## src/rtl/mu0_control_if.sv

```systemverilog
// Signal bundle between the MU0 control unit and its datapath/memory.
// The control unit owns the master modport; the datapath side (or a
// testbench standing in for it) owns the slave modport.
interface mu0_control_if;
    // Status from the datapath
    logic [3:0] F;        // opcode, IR[15:12]
    logic       N;        // ACC[15]
    logic       Z;        // ACC == 0
    logic       Ready;    // memory ready

    // Controls to the datapath and memory
    logic       Addr_sel; // 0 = PC, 1 = IR[11:0]
    logic       X_sel;    // 0 = ACC, 1 = PC
    logic       Y_sel;    // 0 = memory data, 1 = IR[11:0]
    logic [1:0] ALU_fn;   // 00 = Y, 01 = X+Y, 10 = X-Y, 11 = X+1
    logic       PC_En;
    logic       IR_En;
    logic       Acc_En;
    logic       MEMrq;
    logic       RnW;      // 1 = read, 0 = write
    logic       Halted;

    modport master (
        input  F, N, Z, Ready,
        output Addr_sel, X_sel, Y_sel, ALU_fn,
               PC_En, IR_En, Acc_En, MEMrq, RnW, Halted
    );

    modport slave (
        output F, N, Z, Ready,
        input  Addr_sel, X_sel, Y_sel, ALU_fn,
               PC_En, IR_En, Acc_En, MEMrq, RnW, Halted
    );
endinterface

```

## src/rtl/mu0_control.sv

```systemverilog
// MU0 control unit: sequences each instruction through FETCH and EXECUTE,
// parks in HALT on STP or an undefined opcode, and decodes every datapath
// control combinationally from the current state, opcode, flags and Ready.
module mu0_control (
    input  logic          Clk,
    input  logic          nReset,
    mu0_control_if.master cu
);

    typedef enum logic [1:0] {
        ST_RESET   = 2'd0,
        ST_FETCH   = 2'd1,
        ST_EXECUTE = 2'd2,
        ST_HALT    = 2'd3
    } state_e;

    localparam logic [1:0] FN_Y    = 2'b00;
    localparam logic [1:0] FN_ADD  = 2'b01;
    localparam logic [1:0] FN_SUB  = 2'b10;
    localparam logic [1:0] FN_INC  = 2'b11;

    state_e state_q, state_d;

    // Opcodes 0-3 touch memory; 4-6 are jumps; everything else stops.
    logic is_mem;
    logic is_jump;
    logic jump_taken;

    assign is_mem  = (cu.F[3:2] == 2'b00);
    assign is_jump = (cu.F == 4'd4) || (cu.F == 4'd5) || (cu.F == 4'd6);

    // Jump condition: JMP always, JGE on ACC >= 0, JNE on ACC != 0.
    always_comb begin
        jump_taken = 1'b0;
        case (cu.F)
            4'd4:    jump_taken = 1'b1;
            4'd5:    jump_taken = ~cu.N;
            4'd6:    jump_taken = ~cu.Z;
            default: jump_taken = 1'b0;
        endcase
    end

    // Next-state selection; memory phases wait on Ready, jumps take one cycle.
    always_comb begin
        state_d = state_q;
        case (state_q)
            ST_RESET:   state_d = ST_FETCH;
            ST_FETCH:   if (cu.Ready) state_d = ST_EXECUTE;
            ST_EXECUTE: begin
                if (is_mem) begin
                    if (cu.Ready) state_d = ST_FETCH;
                end else if (is_jump) begin
                    state_d = ST_FETCH;
                end else begin
                    state_d = ST_HALT;
                end
            end
            ST_HALT:    state_d = ST_HALT;
            default:    state_d = ST_RESET;
        endcase
    end

    // State register; nReset low forces RESET with no clock edge needed.
    always_ff @(posedge Clk or negedge nReset) begin
        if (!nReset) begin
            state_q <= ST_RESET;
        end else begin
            // NOTE: non-blocking so every flop samples the pre-edge state.
            state_q <= state_d;
        end
    end

    // Output decode; enables only follow Ready so nothing fires in a wait cycle.
    always_comb begin
        // NOTE: every output gets a default first so no path infers a latch.
        cu.Addr_sel = 1'b0;
        cu.X_sel    = 1'b0;
        cu.Y_sel    = 1'b0;
        cu.ALU_fn   = FN_Y;
        cu.PC_En    = 1'b0;
        cu.IR_En    = 1'b0;
        cu.Acc_En   = 1'b0;
        cu.MEMrq    = 1'b0;
        cu.RnW      = 1'b1;
        cu.Halted   = 1'b0;

        case (state_q)
            ST_FETCH: begin
                // Instruction read at PC while the ALU forms PC+1.
                cu.Addr_sel = 1'b0;
                cu.MEMrq    = 1'b1;
                cu.RnW      = 1'b1;
                cu.X_sel    = 1'b1;
                cu.ALU_fn   = FN_INC;
                cu.IR_En    = cu.Ready;
                cu.PC_En    = cu.Ready;
            end

            ST_EXECUTE: begin
                if (is_mem) begin
                    cu.Addr_sel = 1'b1;
                    cu.MEMrq    = 1'b1;
                    case (cu.F[1:0])
                        2'd0: begin   // LDA
                            cu.ALU_fn = FN_Y;
                            cu.Acc_En = cu.Ready;
                        end
                        2'd1: begin   // STA: ACC drives the write-data path
                            cu.RnW    = 1'b0;
                            cu.X_sel  = 1'b0;
                        end
                        2'd2: begin   // ADD
                            cu.ALU_fn = FN_ADD;
                            cu.Acc_En = cu.Ready;
                        end
                        default: begin // SUB
                            cu.ALU_fn = FN_SUB;
                            cu.Acc_En = cu.Ready;
                        end
                    endcase
                end else if (is_jump) begin
                    // Jump target is IR[11:0] passed straight through the ALU.
                    cu.Y_sel  = 1'b1;
                    cu.ALU_fn = FN_Y;
                    cu.PC_En  = jump_taken;
                end
            end

            ST_HALT: begin
                cu.Halted = 1'b1;
            end

            default: begin
                // RESET: defaults already describe the idle datapath.
            end
        endcase
    end

endmodule

```

## src/flat_wrapper.sv

```systemverilog
// flat-port wrapper written by rule: the top's interface ports become plain ports
module mu0_control_flat 
  (Clk, nReset, cu_F, cu_N, cu_Z, cu_Ready, cu_Addr_sel, cu_X_sel, cu_Y_sel, cu_ALU_fn, cu_PC_En, cu_IR_En, cu_Acc_En, cu_MEMrq, cu_RnW, cu_Halted);
  mu0_control_if cu_i ();
  input  logic Clk;
  input  logic nReset;
  input wire logic [$bits(cu_i.F)-1:0] cu_F;
  input wire logic [$bits(cu_i.N)-1:0] cu_N;
  input wire logic [$bits(cu_i.Z)-1:0] cu_Z;
  input wire logic [$bits(cu_i.Ready)-1:0] cu_Ready;
  output wire logic [$bits(cu_i.Addr_sel)-1:0] cu_Addr_sel;
  output wire logic [$bits(cu_i.X_sel)-1:0] cu_X_sel;
  output wire logic [$bits(cu_i.Y_sel)-1:0] cu_Y_sel;
  output wire logic [$bits(cu_i.ALU_fn)-1:0] cu_ALU_fn;
  output wire logic [$bits(cu_i.PC_En)-1:0] cu_PC_En;
  output wire logic [$bits(cu_i.IR_En)-1:0] cu_IR_En;
  output wire logic [$bits(cu_i.Acc_En)-1:0] cu_Acc_En;
  output wire logic [$bits(cu_i.MEMrq)-1:0] cu_MEMrq;
  output wire logic [$bits(cu_i.RnW)-1:0] cu_RnW;
  output wire logic [$bits(cu_i.Halted)-1:0] cu_Halted;
  assign cu_i.F = cu_F;
  assign cu_i.N = cu_N;
  assign cu_i.Z = cu_Z;
  assign cu_i.Ready = cu_Ready;
  assign cu_Addr_sel = cu_i.Addr_sel;
  assign cu_X_sel = cu_i.X_sel;
  assign cu_Y_sel = cu_i.Y_sel;
  assign cu_ALU_fn = cu_i.ALU_fn;
  assign cu_PC_En = cu_i.PC_En;
  assign cu_IR_En = cu_i.IR_En;
  assign cu_Acc_En = cu_i.Acc_En;
  assign cu_MEMrq = cu_i.MEMrq;
  assign cu_RnW = cu_i.RnW;
  assign cu_Halted = cu_i.Halted;
  mu0_control u_core (.Clk(Clk), .nReset(nReset), .cu(cu_i));
endmodule
```

## config.mk

```make
export PLATFORM = sky130hd
export DESIGN_NAME = mu0_control_flat
export DESIGN_NICKNAME = d
export VERILOG_FILES = /design/src/rtl/mu0_control_if.sv /design/src/rtl/mu0_control.sv /design/src/flat_wrapper.sv
export SDC_FILE = /design/constraint.sdc
export NUM_CORES = 1
export LEC_CHECK = 0
export CAP_MARGIN = 20
export CORE_AREA = 2 2 39 41
export CTS_CLUSTER_SIZE = 10
export DETAILED_ROUTE_END_ITERATION = 10
export DIE_AREA = 0 0 41 43
export GPL_ROUTABILITY_DRIVEN = 0
export REMOVE_ABC_BUFFERS = 1
export SETUP_SLACK_MARGIN = 0.5
export SLEW_MARGIN = 20
export SYNTH_ARGS = -nofsm -noshare
export SYNTH_HDL_FRONTEND = slang
export SYNTH_SLANG_ARGS = --single-unit
```

## constraint.sdc

```tcl
create_clock -name Clk -period 2 [get_ports Clk]
set_input_delay 0.4 -clock Clk [delete_from_list [all_inputs] [get_ports Clk]]
set_output_delay 0.4 -clock Clk [all_outputs]
set_load 0.05 [all_outputs]
```

==> results of run 1 <==
[worst max-delay path, delay by kind of cell (launching register included)]
| family | cells | cell delay, ns |
|---|---|---|
| DFF | 1 | 0.37 |
| AOI/OAI and AO/OA | 1 | 0.15 |
| buffers and inverters | 2 | 0.26 |
| and+or+nand+nor | 2 | 0.52 |
| adders and majority gates | 1 | 0.14 |
[cell usage after synthesis (all sizes together), types with 2 or more instances]
library cell,number
nand2,2
a21oi,3
dfrtp,2
a31oi,3
ha,4
inv,4
nor2,5
[layer usage]
layer | GRT usage [%] | wire length [µm]
met2 | 21.9 | 637
met3 | 3.14 | 43
met4 | 8.00 | 0
met5 | 0 | 0
met1 | 15.1 | 395
[kinds of logic (layout without fill, tap and decap cells)]
kind of cell    count (synthesis)  in the layout  share of synthesized area [%]
flops                           2              2                           18.1
mux                             1              1                           3.62
fa+ha+maj                       4              4                           18.1
compound gates                 11             11                           29.0
simple gates                   12             12                           25.8
buf+inv                         4             40                           5.43
[power by group through the flow]
stage | logic (mW) | registers, mW | clock network, mW
3_5_place_dp | 0.752 | 0.0734 | 0
2_1_floorplan | 0.415 | 0.0760 | 0
4_1_cts | 0.875 | 0.0827 | 0.0953
3_3_place_gp | 0.750 | 0.0718 | 0
5_1_grt | 1.03 | 0.0854 | 0.0934
6_report | 0.976 | 0.0814 | 0.0881
[repair_timing]
action | in CTS | in global routing
pin swaps | 9 | 3
buffers inserted | 5 | 3
hold endpoints to repair | 0 | 0
resized for setup | 20 | 10
setup endpoints to repair | 11 | 11
[worst max-delay path by stage]
stage	start	endpoint	slack, ns	cells past startpoint
5_1_grt	u_core.state_q[0]	cu_ALU_fn[0]	-0.12	6
3_3_place_gp	cu_F[3]	cu_ALU_fn[0]	-0.11	5
6_report	u_core.state_q[0]	cu_ALU_fn[0]	-0.07	6
3_5_place_dp	cu_F[3]	cu_ALU_fn[0]	-0.12	5
4_1_cts	u_core.state_q[0]	cu_Acc_En	0.04	6
2_1_floorplan	u_core.state_q[0]	cu_ALU_fn[0]	-0.57	5
[cell type report]
type / count / share of cell area (%)
Tap cell: 16 / 2.53
Sequential cell: 2 / 6.48
Inverter: 4 / 1.90
Multi-Input combinational cell: 28 / 36.0
Timing Repair Buffer: 33 / 50.2
Clock buffer: 3 / 2.84
==> summary.md, run 1 <==
| Metric | Value |
|---|---|
| Status | `complete, but fails checks` |
| Failing checks | `negative setup slack` |
| Clock Pin Slew Worst Setup and Hold Paths | `0.03 ns` |
| Io pins | `20` |
| CTS Hold Bufs | `0` |
| Sequential share of power | `7.1%` |
| Switching power | `0.543 mW` |
| Rows | `14` |
| DRC violations left | `0` |
| CP Max Fanout | `5` |
| Core ar. | `1380 µm²` |
| Synth top area share | `18.1%` |
| Clock Path Buffers | `2` |
| DRT Pass-1 Iters | `1` |
| Asr flop ratio synth | `100%` |
| Vias per cell | `4.60` |
| # H-tree levels | `1` |
| P&R area growth vs syn | `186%` |
| Num Clock Sinks | `2` |
| Post-synth EDFFs | `0` |
| Synth warn | `0` |
| Count of input and output buffers | `19` |
| Area leader, netlist | `dfrtp_1` |
| Final nets | `85` |
| Total Power | `1.15 mW` |
| Layout Skew | `0.000594 ns` |
| Most frequent cells in the layout | `buf_4 (10), buf_12 (9), buf_6 (6), dlygate4sd2_1 (4), clkdlybuf4s50_1 (4)` |
| FF-to-FF path depth | `7` |
| PwrDens | `1450 nW/µm²` |
| Max_slew headroom | `81.5%` |
| Antenna cells | `0` |
| Sequential cell area | `51.3 µm²` |
| Final hold vios | `0` |
| Post-Synthesis Cells | `34` |
| Achievable Freq | `484 MHz` |
| Largest Register | `u_core.state_q` |
| Worst vdd ir | `0.948 mV` |
| Net Sw Frac | `47.4%` |
| DR vias | `396` |
| First-pass GRT wire length | `1620 µm` |
| CP Launch Type | `register` |
| Hold WS | `0.340 ns` |
| Initial antenna violation count | `0` |
| Crit-path max cell delay | `0.37 ns` |
| Worst path arrival time | `1.67 ns` |
| Die Width | `41 µm` |
| Ys flop type | `dfrtp_1` |
| Area of the mapped netlist | `277 µm²` |
| Fin util | `57.2%` |
| HPWL after DPL | `641 µm` |
| Die ar. | `1760 µm²` |
| Clk_lat worst skew | `0.22 ns` |
| Final setup violation count | `2` |
| Routed Antenna Nets | `0` |
| Vias in the first global route | `400` |
| Number of synthesized register bits | `2` |
| Iteration-0 DRC count of the detailed router | `0` |
| Least-Margin Pin Slew | `0.277 ns` |
| Crit share post-route | `103%` |
| CTS tree | `yes` |
| MaxCap Viol Count | `0` |
| Final Max Slew Viols | `0` |
| Pre-CTS setup slack | `-0.121 ns` |
| Overall Global Routing Usage | `13.6%` |
| Leakage | `0.358 nW` |
| Syn avg cell area | `8.13 µm²` |
| Remaining Overflow, GRT | `0` |
| Synth unique cells | `18` |
| Final setup margin | `-0.0682 ns` |
| Commonest non-fill, non-tap cell in the layout | `buf_4` |
| Share of layout cells above drive strength 1 | `62.9%` |
| Cell area after placement | `617 µm²` |
| Internal power | `0.603 mW` |
| Fill cell total of the finished layout | `128` |
| Logic gate share of total power | `85.2%` |
| Chip height | `43 µm` |
| Crit-path slowest cell | `dfrtp_1` |
| CP Capture Type | `output pin` |
| Setup TNS | `-0.0690 ns` |
| CP required | `1.60 ns` |
| R2R setup slack | `0.41 ns` |
| WL/cell | `12.5 µm` |
| Clk pwr share | `7.7%` |
| Root Buffer | `clkbuf_4` |
| Area of the multi-input gates | `285 µm²` |
| Register area share after synthesis | `18.1%` |
| RSZ-0062 raised after global routing | `true` |
| # placed instances | `75` |
| Worst path cell trace | `inv_2 > ha_4 > nor3b_4 > a31oi_1 > nor2_1 > buf_12` |
| WS Path Type | `reg -> out` |
| Largest cells by area after synthesis | `dfrtp_1 (18%), ha_1 (18%), a31oi_1 (6.8%)` |
| Num CTS Buffers | `3` |
| Max reg flops | `2` |
| Final WL | `1080 µm` |
| Largest net degree at the start of global routing | `8` |
| Initial core utilization | `20.0%` |
| Reg2reg end | `u_core.state_q[1]` |
| Non-Filler Instances | `86` |
| Reg2Reg Launch Point | `u_core.state_q[0]` |
| Regs by FF count | `u_core.state_q x2` |
| HP Class | `in -> async` |
| Cell area after layout | `792 µm²` |
| Crit path time final | `2.07 ns` |
No activity file was read; power rests on OpenSTA's default activity.
==> run 2: changes to the inputs <==
Settings changed: ABC_CLOCK_PERIOD_IN_PS set to 2000, CELL_PAD_IN_SITES_DETAIL_PLACEMENT set to 1, CELL_PAD_IN_SITES_GLOBAL_PLACEMENT set to 1, CORE_AREA 2 2 39 41 to not set, CORE_UTILIZATION set to 21, DIE_AREA 0 0 41 43 to not set, PLACE_DENSITY_LB_ADDON set to 0.1.
==> run 2 against run 1 <==
  * The run still ends with negative setup slack left
  * Final cell count up 2.3%
  * Register-to-register slack improved by 0.11 ns
  * Setup slack better by 0.055 ns
  * Clock-buffer cell count is the same
  * First-iteration DRC count up 6
  * Core utilization rose by 14 points
  * Critical path type unchanged
==> summary.md, run 2 (synthesis gave the netlist of run 1 again) <==
| Metric | Value |
|---|---|
| Final hold vios | `0` |
| Crit-path slowest cell | `dfrtp_1` |
| Worst path arrival time | `1.61 ns` |
| Final setup margin | `-0.0131 ns` |
| Remaining Overflow, GRT | `0` |
| Routed Antenna Nets | `0` |
| Worst vdd ir | `0.897 mV` |
| CP Buf/Inv Count | `3` |
| Io pins | `20` |
| Final setup violation count | `3` |
| HPWL after DPL | `792 µm` |
| Core ar. | `1170 µm²` |
| Layout Skew | `0.00170 ns` |
| DRT Pass-1 Iters | `4` |
| CTS Hold Bufs | `0` |
| DR vias | `438` |
| Initial antenna violation count | `0` |
| CTS tree | `yes` |
| Clock Pin Slew Worst Setup and Hold Paths | `0.03 ns` |
| Area of the multi-input gates | `290 µm²` |
| Crit share post-route | `101%` |
| P&R area growth vs syn | `201%` |
| Num CTS Buffers | `3` |
| HP Class | `in -> async` |
| Num Clock Sinks | `2` |
| CP required | `1.60 ns` |
| Fin util | `71.2%` |
| Vias in the first global route | `432` |
| First-pass GRT wire length | `2290 µm` |
| Commonest non-fill, non-tap cell in the layout | `buf_4` |
| Failing checks | `negative setup slack` |
| Rows | `12` |
| Die Width | `38.3 µm` |
| Reg2Reg Launch Point | `u_core.state_q[0]` |
| Clock Path Buffers | `2` |
| Final nets | `89` |
| CP Max Fanout | `4` |
| WL/cell | `18.0 µm` |
| Initial core utilization | `23.6%` |
| Chip height | `38.3 µm` |
| Fill cell total of the finished layout | `116` |
| Largest net degree at the start of global routing | `7` |
| Sequential cell area | `51.3 µm²` |
| WS Path Type | `reg -> out` |
| Crit path time final | `2.01 ns` |
| Regs by FF count | `u_core.state_q x2` |
| Worst path cell trace | `inv_2 > ha_4 > nor3b_4 > buf_4 > o211a_1 > buf_12` |
| Share of layout cells above drive strength 1 | `67.6%` |
| Hold WS | `0.341 ns` |
| Most frequent cells in the layout | `buf_4 (15), buf_12 (9), clkdlybuf4s50_1 (4), buf_6 (4)` |
| Antenna cells | `0` |
| Largest Register | `u_core.state_q` |
| Final Max Slew Viols | `0` |
| CP Launch Type | `register` |
| Least-Margin Pin Slew | `0.264 ns` |
| RSZ-0062 raised after global routing | `true` |
| # H-tree levels | `1` |
| Status | `complete, but fails checks` |
| PwrDens | `1540 nW/µm²` |
| Vias per cell | `4.98` |
| Root Buffer | `clkbuf_4` |
| Achievable Freq | `497 MHz` |
| Leakage | `0.384 nW` |
| Worst setup path start | `u_core.state_q[0]` |
| Final WL | `1580 µm` |
| DRC violations left | `0` |
| Clk_lat worst skew | `0.22 ns` |
| Die ar. | `1470 µm²` |
| Crit-path max cell delay | `0.38 ns` |
| MaxCap Viol Count | `0` |
| CP Capture Type | `output pin` |
| Iteration-0 DRC count of the detailed router | `6` |
| Count of input and output buffers | `19` |
| Max_slew headroom | `82.4%` |
| CP delay by family, top | `buffers and inverters` |
| Max reg flops | `2` |
| Overall Global Routing Usage | `24.0%` |
[run 2: cell count changes in the layout (fill, tap and decap cells not counted), sizes merged]
| cell | before | now |
|---|---|---|
| dlymetal6s2s | 0 | 1 |
| dlygate4sd2 | 4 | 3 |
| buf | 25 | 29 |
[run 2: per-stage QoR]
step	power, mW	worst slack [ns]	TNS [ns]	instances	instance area (µm²)
global placement	0.815	-0.0671	-0.201	72	607
CTS	1.13	0.0314	0	83	741
detailed placement	0.830	-0.0745	-0.309	72	607
floorplan	0.491	-0.569	-2.53	34	277
global route	1.33	-0.0790	-0.361	88	833
finish	1.28	-0.0131	-0.0234	88	833
[run 2: worst paths after layout]
kind                       cells after the start                 to  slack [ns]
max in group asynchronous                      1  u_core.state_q[1]        1.53
hold reg to reg                                4  u_core.state_q[1]        0.81
hold / removal                                 1  u_core.state_q[1]        0.34
setup reg to reg                               6  u_core.state_q[1]        0.52
min in group Clk                               4  u_core.state_q[1]        0.75
setup / recovery                               6          cu_Acc_En       -0.01
[run 2: per-layer routing]
layer,GRT usage [%],vias to the layer above,share of wire (%)
met3,4.07,2,4.6
li1,-,205,-
met4,8.04,0,0.63
met5,0,-,0
met2,42.8,17,50
met1,28.4,214,45
[run 2: worst reg2reg max path, stage by stage (launching register included)]
cell and delay, ns:
dfrtp_1 0.38, inv_2 0.10, ha_4 0.14, nor3b_4 0.27, buf_4 0.21, o21bai_2 0.08
a31oi_1 0.19
[run 2: report_power, final]
group | switching (mW) | total (mW) | internal, mW
combinational | 0.554 | 1.11 | 0.556
clock | 0.0203 | 0.0863 | 0.0659
sequential | 0.0220 | 0.0832 | 0.0612
total | 0.597 | 1.28 | 0.683
[run 2: cell type report]
type	count	share of cell area, %
Sequential cell	2	6.16
Timing Repair Buffer	37	51.8
Multi-Input combinational cell	28	34.8
Inverter	4	2.40
Tap cell	14	2.10
Clock buffer	3	2.70
[run 2: repair_timing]
action / in CTS / in global routing
gates resized for setup: 19 / 14
setup buffers: 8 / 5
pin swaps: 5 / 4
gates cloned: 0 / 0
endpoints found under the setup margin: 13 / 13
endpoints found under the hold margin: 0 / 0
==> run 3: changes to the inputs <==
Settings changed: CORE_AREA set to 2 2 39 41, CORE_UTILIZATION 21 to not set, DIE_AREA set to 0 0 41 43, DONT_BUFFER_PORTS set to 1.
==> run 3 against run 2 <==
  * The run still ends with negative setup slack left
  * Flip-flop and latch count is the same
  * Non-clock buffer count is 13 lower
  * Register-to-register slack worse by 0.22 ns
  * Final cell count fell by 13%
  * Total power down 17%
  * Wire length is 30% lower
  * Clock skew increased by 0.0024 ns
  * Critical endpoint unchanged
  * Largest cell class is now multi-input combinational cells
  * Largest power group unchanged
==> summary.md, run 3 (synthesis gave the netlist of run 1 again) <==
| Metric | Value |
|---|---|
| Layout Skew | `0.00415 ns` |
| Worst vdd ir | `0.669 mV` |
| Achievable Freq | `498 MHz` |
| Count of input and output buffers | `0` |
| MaxCap Viol Count | `0` |
| R2R setup slack | `0.30 ns` |
| HP Class | `in -> reg` |
| Share of layout cells above drive strength 1 | `67.2%` |
| Final Max Slew Viols | `0` |
| Clock Pin Slew Worst Setup and Hold Paths | `0.03 ns` |
| CP Capture Type | `output pin` |
| Status | `complete, but fails checks` |
| Most frequent cells in the layout | `buf_6 (10), buf_4 (8), nor2_1 (4)` |
| Worst path arrival time | `1.61 ns` |
| Routed Antenna Nets | `0` |
| Largest Register | `u_core.state_q` |
| DRT Pass-1 Iters | `3` |
| DR vias | `368` |
| Worst setup path start | `u_core.state_q[0]` |
| HPWL after DPL | `750 µm` |
| Initial antenna violation count | `0` |
| CP Launch Type | `register` |
| First-pass GRT wire length | `1730 µm` |
| Setup crit end | `cu_Acc_En` |
| Clock Path Buffers | `2` |
| # H-tree levels | `1` |
| Failing checks | `negative setup slack` |
| Num CTS Buffers | `3` |
| CP Max Fanout | `5` |
| Regs by FF count | `u_core.state_q x2` |
| P&R area growth vs syn | `143%` |
| Root Buffer | `clkbuf_4` |
| Final setup violation count | `1` |
| Crit path time final | `2.01 ns` |
| Chip height | `43 µm` |
| Antenna cells | `0` |
| CP required | `1.60 ns` |
| Reg2Reg Launch Point | `u_core.state_q[0]` |
| Initial core utilization | `20.0%` |
| Io pins | `20` |
| Max_slew headroom | `82.5%` |
| Die Width | `41 µm` |
| RSZ-0062 raised after global routing | `true` |
| Remaining Overflow, GRT | `0` |
| Final hold vios | `0` |
| Non-Filler Instances | `77` |
| DRC violations left | `0` |
| Vias per cell | `4.78` |
| Final WL | `1110 µm` |
| Leakage | `0.307 nW` |
| Clk_lat worst skew | `0.22 ns` |
| PwrDens | `1590 nW/µm²` |
| Vias in the first global route | `390` |
| FF-to-FF path depth | `8` |
| Fin util | `48.5%` |
| Reg2reg end | `u_core.state_q[1]` |
| Die ar. | `1760 µm²` |
| Final nets | `76` |
| Fill cell total of the finished layout | `159` |
| Commonest non-fill, non-tap cell in the layout | `buf_6` |
| Max reg flops | `2` |
| Least-Margin Pin Slew | `0.263 ns` |
| WS Path Type | `reg -> out` |
| WL/cell | `14.4 µm` |
| Final setup margin | `-0.00665 ns` |
| CTS tree | `yes` |
| Overall Global Routing Usage | `15.0%` |
| # placed instances | `61` |
| Largest net degree at the start of global routing | `8` |
| Crit share post-route | `100%` |
| Core ar. | `1380 µm²` |
| Setup TNS | `-0.00665 ns` |
| Iteration-0 DRC count of the detailed router | `1` |
| Hold WS | `0.394 ns` |
| Rows | `14` |
| Num Clock Sinks | `2` |
run 3: changes by cell type in the layout (fill, tap and decap cells not counted), moves of 2 or more:
cell | previous run | this run
buf_4 | 15 | 8
buf_8 | 1 | 3
buf_6 | 4 | 10
clkdlybuf4s50_1 | 4 | 0
dlygate4sd2_1 | 3 | 0
nor2_2 | 3 | 1
nor2_1 | 2 | 4
inv_4 | 2 | 0
buf_12 | 9 | 2
run 3: layout make-up:
cell class | count | area [µm²] | area share, %
Timing Repair Buffer | 24 | 268 | 39.9
Sequential cell | 2 | 51.3 | 7.65
Tap cell | 16 | 20.0 | 2.99
Inverter | 4 | 15.0 | 2.24
Multi-Input combinational cell | 28 | 294 | 43.8
Clock buffer | 3 | 22.5 | 3.36
run 3: worst min-delay path by stage:
| stage | start | endpoint | slack [ns] | depth (start not counted) |
|---|---|---|---|---|
| final | cu_F[1] | u_core.state_q[1] | 0.39 | 2 |
| after global routing | cu_Ready | u_core.state_q[1] | 0.40 | 2 |
| after CTS | cu_Ready | u_core.state_q[0] | 0.39 | 2 |
| after detailed placement | nReset | u_core.state_q[1] | 0.10 | 0 |
| after global placement | nReset | u_core.state_q[0] | 0.10 | 0 |
| after floorplan | nReset | u_core.state_q[0] | 0.10 | 0 |
run 3: through the flow:
| step | cell area [µm²] | worst slack (ns) | power [mW] |
|---|---|---|---|
| after CTS | 638 | -0.0294 | 1.02 |
| after detailed placement | 404 | 0.0415 | 0.652 |
| after floorplan | 277 | -0.569 | 0.491 |
| after global routing | 671 | -0.0777 | 1.14 |
| final | 671 | -0.00665 | 1.07 |
| after global placement | 404 | 0.177 | 0.640 |
run 3: metal layers:
layer  track usage, %  share of wire, %
met5                0                 0
met3             3.66               6.0
met4             8.00                 0
met2             25.9                57
met1             15.3                37
run 3: what timing repair did:
action / CTS / global route
endpoints found under the hold margin: 2 / 0
pin swaps: 10 / 7
hold buffers: 1 / 0
endpoints found under the setup margin: 12 / 13
resized for setup: 32 / 3
setup buffers: 9 / 3
run 3: where the power goes:
group	internal (mW)	switching, mW	total, mW
combinational	0.418	0.474	0.892
sequential	0.0611	0.0255	0.0866
clock	0.0661	0.0220	0.0882
total	0.545	0.522	1.07
run 3: worst max-delay path: stages, from the launching register on:
cell and delay [ns]:
dfrtp_1 0.38, inv_2 0.10, ha_4 0.13, nor3b_4 0.27, buf_4 0.18, o211a_1 0.18
buf_12 0.14
